File: src/rtl/reaction_pkg.sv
// Shared definitions for the reaction-timer session controller.
//   bcd_t    : four packed BCD digits
//   state_t  : FSM states, encoded with their state_leds codes
//   ctrl_t   : per-state datapath enables and status flags
//   decode() : state -> ctrl_t lookup used to register the outputs
package reaction_pkg;

  localparam logic [15:0] BCD_MAX = 16'h9999;

  typedef logic [15:0] bcd_t;

  // The encodings double as the state_leds pattern shown to the user.
  typedef enum logic [2:0] {
    S_IDLE   = 3'b000,
    S_ARM    = 3'b010,
    S_GO     = 3'b100,
    S_RESULT = 3'b110,
    S_FAULT  = 3'b001,
    S_DONE   = 3'b111
  } state_t;

  typedef struct packed {
    logic delay_en;
    logic hold_en;
    logic timer_en;
    logic timer_clr;
    logic led;
    logic false_start;
    logic session_done;
  } ctrl_t;

  function automatic ctrl_t decode(input state_t s);
    ctrl_t c;
    c = '0;
    case (s)
      S_IDLE:   c.timer_clr    = 1'b1;
      S_ARM:    begin
                  c.delay_en   = 1'b1;
                  c.timer_clr  = 1'b1;
                end
      S_GO:     begin
                  c.timer_en   = 1'b1;
                  c.led        = 1'b1;
                end
      S_RESULT: c.hold_en      = 1'b1;
      S_FAULT:  begin
                  c.hold_en     = 1'b1;
                  c.false_start = 1'b1;
                end
      S_DONE:   c.session_done = 1'b1;
      default:  c.timer_clr    = 1'b1;
    endcase
    return c;
  endfunction

endpackage

File: src/rtl/reaction_session_ctrl_best.sv
// bcd_best_tracker: keeps the fastest (minimum) valid reaction time.
//   Clk, Reset  : clock, asynchronous active-high reset
//   clear       : new session, best_time <= BCD_MAX, best_valid <= 0
//   invalidate  : session aborted, best_valid <= 0, best_time kept
//   capture     : a reaction time is being latched this cycle
//   miss        : the captured value is a timeout, never a candidate
//   time_in     : value being captured
//   best_time   : best time so far (BCD), best_valid : best_time is real
module bcd_best_tracker
  import reaction_pkg::*;
#(
  parameter bcd_t BCD_MAX = reaction_pkg::BCD_MAX
) (
  input  logic Clk,
  input  logic Reset,
  input  logic clear,
  input  logic invalidate,
  input  logic capture,
  input  logic miss,
  input  bcd_t time_in,
  output bcd_t best_time,
  output logic best_valid
);

  // Every nibble is 0..9, so plain unsigned compare orders BCD correctly.
  // Strict less-than: a tie keeps the earlier best.
  logic better;
  assign better = capture && !miss && (time_in < best_time);

  always_ff @(posedge Clk or posedge Reset) begin
    if (Reset) begin
      best_time  <= BCD_MAX;
      best_valid <= 1'b0;
    end else if (clear) begin
      best_time  <= BCD_MAX;
      best_valid <= 1'b0;
    end else if (invalidate) begin
      best_valid <= 1'b0;
    end else if (better) begin
      best_time  <= time_in;
      best_valid <= 1'b1;
    end
  end

endmodule

File: src/rtl/reaction_session_ctrl.sv
// reaction_session_ctrl: sequences a session of ROUNDS reaction trials.
//   Clk, Reset               : clock, asynchronous active-high reset
//   start_p, react_p, abort_p: one-cycle debounced button pulses
//   delay_done, hold_done    : levels from the delay / hold counters
//   timer_bcd                : live BCD millisecond timer
//   delay_en, hold_en,
//   timer_en, timer_clr      : datapath counter controls
//   led                      : "react now" stimulus
//   state_leds               : state code
//   round_num                : 1..ROUNDS during a session, 0 in IDLE
//   last_time, best_time     : captured / best reaction time (BCD)
//   best_valid, false_start,
//   session_done             : status flags
// All outputs are registered.
module reaction_session_ctrl
  import reaction_pkg::*;
#(
  parameter int   ROUNDS  = 5,
  parameter bcd_t BCD_MAX = reaction_pkg::BCD_MAX
) (
  input  logic        Clk,
  input  logic        Reset,
  input  logic        start_p,
  input  logic        react_p,
  input  logic        abort_p,
  input  logic        delay_done,
  input  logic        hold_done,
  input  logic [15:0] timer_bcd,
  output logic        delay_en,
  output logic        hold_en,
  output logic        timer_en,
  output logic        timer_clr,
  output logic        led,
  output logic [2:0]  state_leds,
  output logic [3:0]  round_num,
  output logic [15:0] last_time,
  output logic [15:0] best_time,
  output logic        best_valid,
  output logic        false_start,
  output logic        session_done
);

  localparam logic [3:0] LAST_ROUND = 4'(ROUNDS);

  state_t     state, state_next;
  logic [3:0] round_next;
  logic       first_cycle;    // high during the first cycle in any state
  logic       capture;        // GO -> RESULT, last_time latches timer_bcd
  logic       start_session;  // IDLE/DONE -> ARM
  logic       saturated;
  ctrl_t      ctrl;

  assign saturated = (timer_bcd == BCD_MAX);

  // Counter done levels can still be high from the previous use in the
  // cycle an enable rises, so they only count once first_cycle drops.
  always_comb begin
    // NOTE: every always_comb output gets a default first so no path can
    // leave it unassigned and infer a latch.
    state_next    = state;
    round_next    = round_num;
    capture       = 1'b0;
    start_session = 1'b0;
    if (abort_p) begin
      state_next = S_IDLE;
      round_next = 4'd0;
    end else begin
      case (state)
        S_IDLE, S_DONE: begin
          if (start_p) begin
            state_next    = S_ARM;
            round_next    = 4'd1;
            start_session = 1'b1;
          end
        end
        S_ARM: begin
          if (react_p)                         state_next = S_FAULT;
          else if (delay_done && !first_cycle) state_next = S_GO;
        end
        S_GO: begin
          // react_p outranks saturation, but both latch timer_bcd.
          if (react_p || saturated) begin
            capture    = 1'b1;
            state_next = S_RESULT;
          end
        end
        S_RESULT: begin
          if (hold_done && !first_cycle) begin
            if (round_num == LAST_ROUND) begin
              state_next = S_DONE;
            end else begin
              state_next = S_ARM;
              round_next = round_num + 4'd1;
            end
          end
        end
        S_FAULT: begin
          // A false start repeats the round; round_num is left alone.
          if (hold_done && !first_cycle) state_next = S_ARM;
        end
        default: state_next = S_IDLE;
      endcase
    end
  end

  // Outputs are decoded from the next state and registered, so they move
  // on the same edge as the state they belong to.
  always_ff @(posedge Clk or posedge Reset) begin
    // NOTE: sequential state uses non-blocking assignments so every
    // register samples pre-edge values regardless of statement order.
    if (Reset) begin
      state       <= S_IDLE;
      first_cycle <= 1'b1;
      round_num   <= 4'd0;
      last_time   <= 16'h0000;
      ctrl        <= decode(S_IDLE);
    end else begin
      state       <= state_next;
      first_cycle <= (state_next != state);
      round_num   <= round_next;
      ctrl        <= decode(state_next);
      if (capture) last_time <= timer_bcd;
    end
  end

  bcd_best_tracker #(
    .BCD_MAX (BCD_MAX)
  ) u_best (
    .Clk        (Clk),
    .Reset      (Reset),
    .clear      (start_session),
    .invalidate (abort_p),
    .capture    (capture),
    .miss       (saturated),
    .time_in    (timer_bcd),
    .best_time  (best_time),
    .best_valid (best_valid)
  );

  assign state_leds   = state;
  assign delay_en     = ctrl.delay_en;
  assign hold_en      = ctrl.hold_en;
  assign timer_en     = ctrl.timer_en;
  assign timer_clr    = ctrl.timer_clr;
  assign led          = ctrl.led;
  assign false_start  = ctrl.false_start;
  assign session_done = ctrl.session_done;

endmodule

File: config.mk
export PLATFORM = sky130hd
export DESIGN_NAME = reaction_session_ctrl
export DESIGN_NICKNAME = d
export VERILOG_FILES = /design/src/rtl/reaction_pkg.sv /design/src/rtl/reaction_session_ctrl_best.sv /design/src/rtl/reaction_session_ctrl.sv
export SDC_FILE = /design/constraint.sdc
export NUM_CORES = 1
export LEC_CHECK = 0
export CORE_ASPECT_RATIO = 0.75
export CORE_MARGIN = 5
export CORE_UTILIZATION = 45
export DETAILED_ROUTE_END_ITERATION = 16
export PLACE_DENSITY_LB_ADDON = 0.12
export SLEW_MARGIN = 40
export SYNTH_ARGS = -nofsm -noshare
export SYNTH_HDL_FRONTEND = slang
export SYNTH_SLANG_ARGS = --single-unit
File: constraint.sdc
create_clock -name Clk -period 3.4 [get_ports Clk]
set_input_delay 0.68 -clock Clk [delete_from_list [all_inputs] [get_ports Clk]]
set_output_delay 0.68 -clock Clk [all_outputs]
set_load 0.02 [all_outputs]
==> metrics.txt <==
final hold violation count 0; CTS Buf Count 5; clock skew 5.33 ps; root buf cell clkbuf_8; GRT Resource Usage Total 16.3%; synth top area cells dfrtp_1, mux2_2, dfstp_2, ha_1, inv_1; outcome finished, final reports clean; TritonCTS clock tree yes; share of the synthesized area in the top cell type 35.3%; Netlist cell types 47; Max-slew headroom 54.1%; Int Pwr 1040 µW; clk buf depth 2; critical path arrival 3030 ps; Starting Density 45.8%; count of input and output buffers 69; num rows 24; VDD IR max 307 µV; Initial DRC Count 91; clk slew on worst S/H paths 90 ps; Setup violations, final 0; Synth area leader dfrtp_1; Leak Pwr 0.00166 µW; GPL Wtd Cong 0.829; fin crit share 83.6%; Final Util 60.7%; fill count 491; drt first pass iters 4; # hold bufs at CTS 0; Seq/Total Area, Yosys 45.3%; # diodes 0; Overall Power 1480 µW; Max Fclk 0.352 GHz; Sw Ratio 30.0%; chip width 98.2 µm; Chip Height 76.2 µm; Mean Syn Cell Area 10.7 µm²; area of the die 0.00748 mm²; Hold Crit Depth 2; Top FF cell, synth dfrtp_1; critical path class input pin to flip-flop; DRC 0; final setup TNS 0 ps; detailed placement HPWL 4320 µm; most instantiated library cell after synthesis dfrtp_1; hold path startpoint u_best.best_valid; RSZ-0062 raised after global routing no; H-tree levels 2; clock sinks 47; share of total power in combinational logic 29.3%; layout cell share with drive strength beyond 1 16.8%; Synthesized Nets 286; pre-CTS WS 224 ps; initial antenna violation count 0; core outline area 0.00574 mm²; worst reg2reg path startpoint u_best.best_time[12]; Synth Register Bits 47; reg2reg setup slack 960 ps; Mapped Cells 246; Via density 5.15; number of global-route vias before repair 2002; CP endpoint kind flip-flop; Slew Limit Fails 0; Hold Crit Class flip-flop to flip-flop; clock share of power 24.8%; Ports 70; total number of vias 2028; Required @ worst endpoint 3590 ps; Final Critical Period 2840 ps; PD cells 424 mW/mm²; Clock Latency Late Sink 290 ps; Area growth syn-to-layout 32.6%; max_cap viols 0; most frequent cells after synthesis dfrtp_1, inv_1, mux2_2, nor2_1, ha_1; synth warn 0; Post-CTS Resized 0; largest net degree at the start of global routing 48; reg2reg path depth 7; FF-to-FF End u_best.best_time[1]; detailed-route wire length 5890 µm; Setup Buffers After CTS 0; WL/cell 14.9 µm; gr ovfl total 0; Synth Cell Area 0.00263 mm²; Critical Path Start Type input pin; first-pass GRT wire length 9990 µm; Slew @ Worst Pin 679 ps; Worst Setup Slack, final 558 ps; Seq pwr share 45.9%; Antenna Nets Post-Route 0; Net Sw Power 443 µW; Post-synth EDFFs 0; final net count 355; Post-synth ARST share 100%; Max FO, Critical Path 17; hold endpoint u_best.best_valid
[layout by cell type (no fill, tap or decap), types with 6 or more instances in the layout]
master            n
a21oi_1           7
clkbuf_8          7
clkdlybuf4s50_1  69
dfrtp_1          37
dfstp_2          10
ha_1             17
inv_1            29
mux2_2           25
mux2i_1           8
nand2_1          10
nor2_1           25
nor3_1            6
o21ai_0           7
[critical path, stage by stage]
cell and delay, ps:
clkdlybuf4s50_1 450, ha_1 330, a21o_1 160, a21o_1 170
a221oi_1 420, nand4_4 390, mux2_4 410
[final cells by class]
class                   count  area (µm²)  area share (%)
repair buffers             71         706            20.3
well taps                  78        97.6            2.80
inverters                  30         115            3.30
multi-input cells         160        1280            36.6
clock buffers               8         100            2.87
flip-flops and latches     47        1190            34.1
[logic make-up after synthesis]
logic type / share of synthesized area (%)
xor+xnor: 1.00
flops: 45.3
fa+ha+maj: 8.10
buf+inv: 6.15
simple gates: 15.3
mux: 14.3
compound gates: 9.81
[worst max-delay path by stage]
stage                        from             endpoint  slack, ps  cells after the start
floorplan           timer_bcd[13]  u_best.best_time[1]        890                      7
global placement    timer_bcd[13]  u_best.best_time[1]        270                      7
detailed placement  timer_bcd[13]  u_best.best_time[1]        220                      7
CTS                 timer_bcd[13]  u_best.best_time[1]        560                      7
global route        timer_bcd[13]  u_best.best_time[6]        450                      7
finish              timer_bcd[13]  u_best.best_time[1]        560                      7
[power by group through the flow]
| stage | logic [µW] | registers, µW | clock network (µW) |
|---|---|---|---|
| floorplan | 159 | 761 | 0 |
| global placement | 433 | 687 | 0 |
| detailed placement | 436 | 689 | 0 |
| CTS | 440 | 679 | 383 |
| global route | 471 | 689 | 413 |
| finish | 433 | 678 | 367 |
[per-layer routing]
metal  wire length [µm]  vias up  global-route usage (%)
li1                   -      994                       -
met1               2840      964                    23.6
met2               2480       64                    23.4
met3                502        6                    5.86
met4                 59        0                    3.68
met5                  0        -                       0
[registers in the layout, indices dropped and copies added (netlist names)]
signal	flops
last_time	16
u_best.best_time	16
round_num	4
state_leds	3
delay_en	1
false_start	1
first_cycle	1
hold_en	1
led	1
session_done	1
timer_clr	1
u_best.best_valid	1
[per-stage QoR]
step / area [µm²] / hold WS [ps] / std cells
after floorplan: 2630 / 561 / 246
after global placement: 3380 / 487 / 386
after detailed placement: 3380 / 489 / 386
after CTS: 3480 / 510 / 394
after global routing: 3480 / 524 / 394
final: 3480 / 502 / 394
Power figures use the tool's default switching activity.
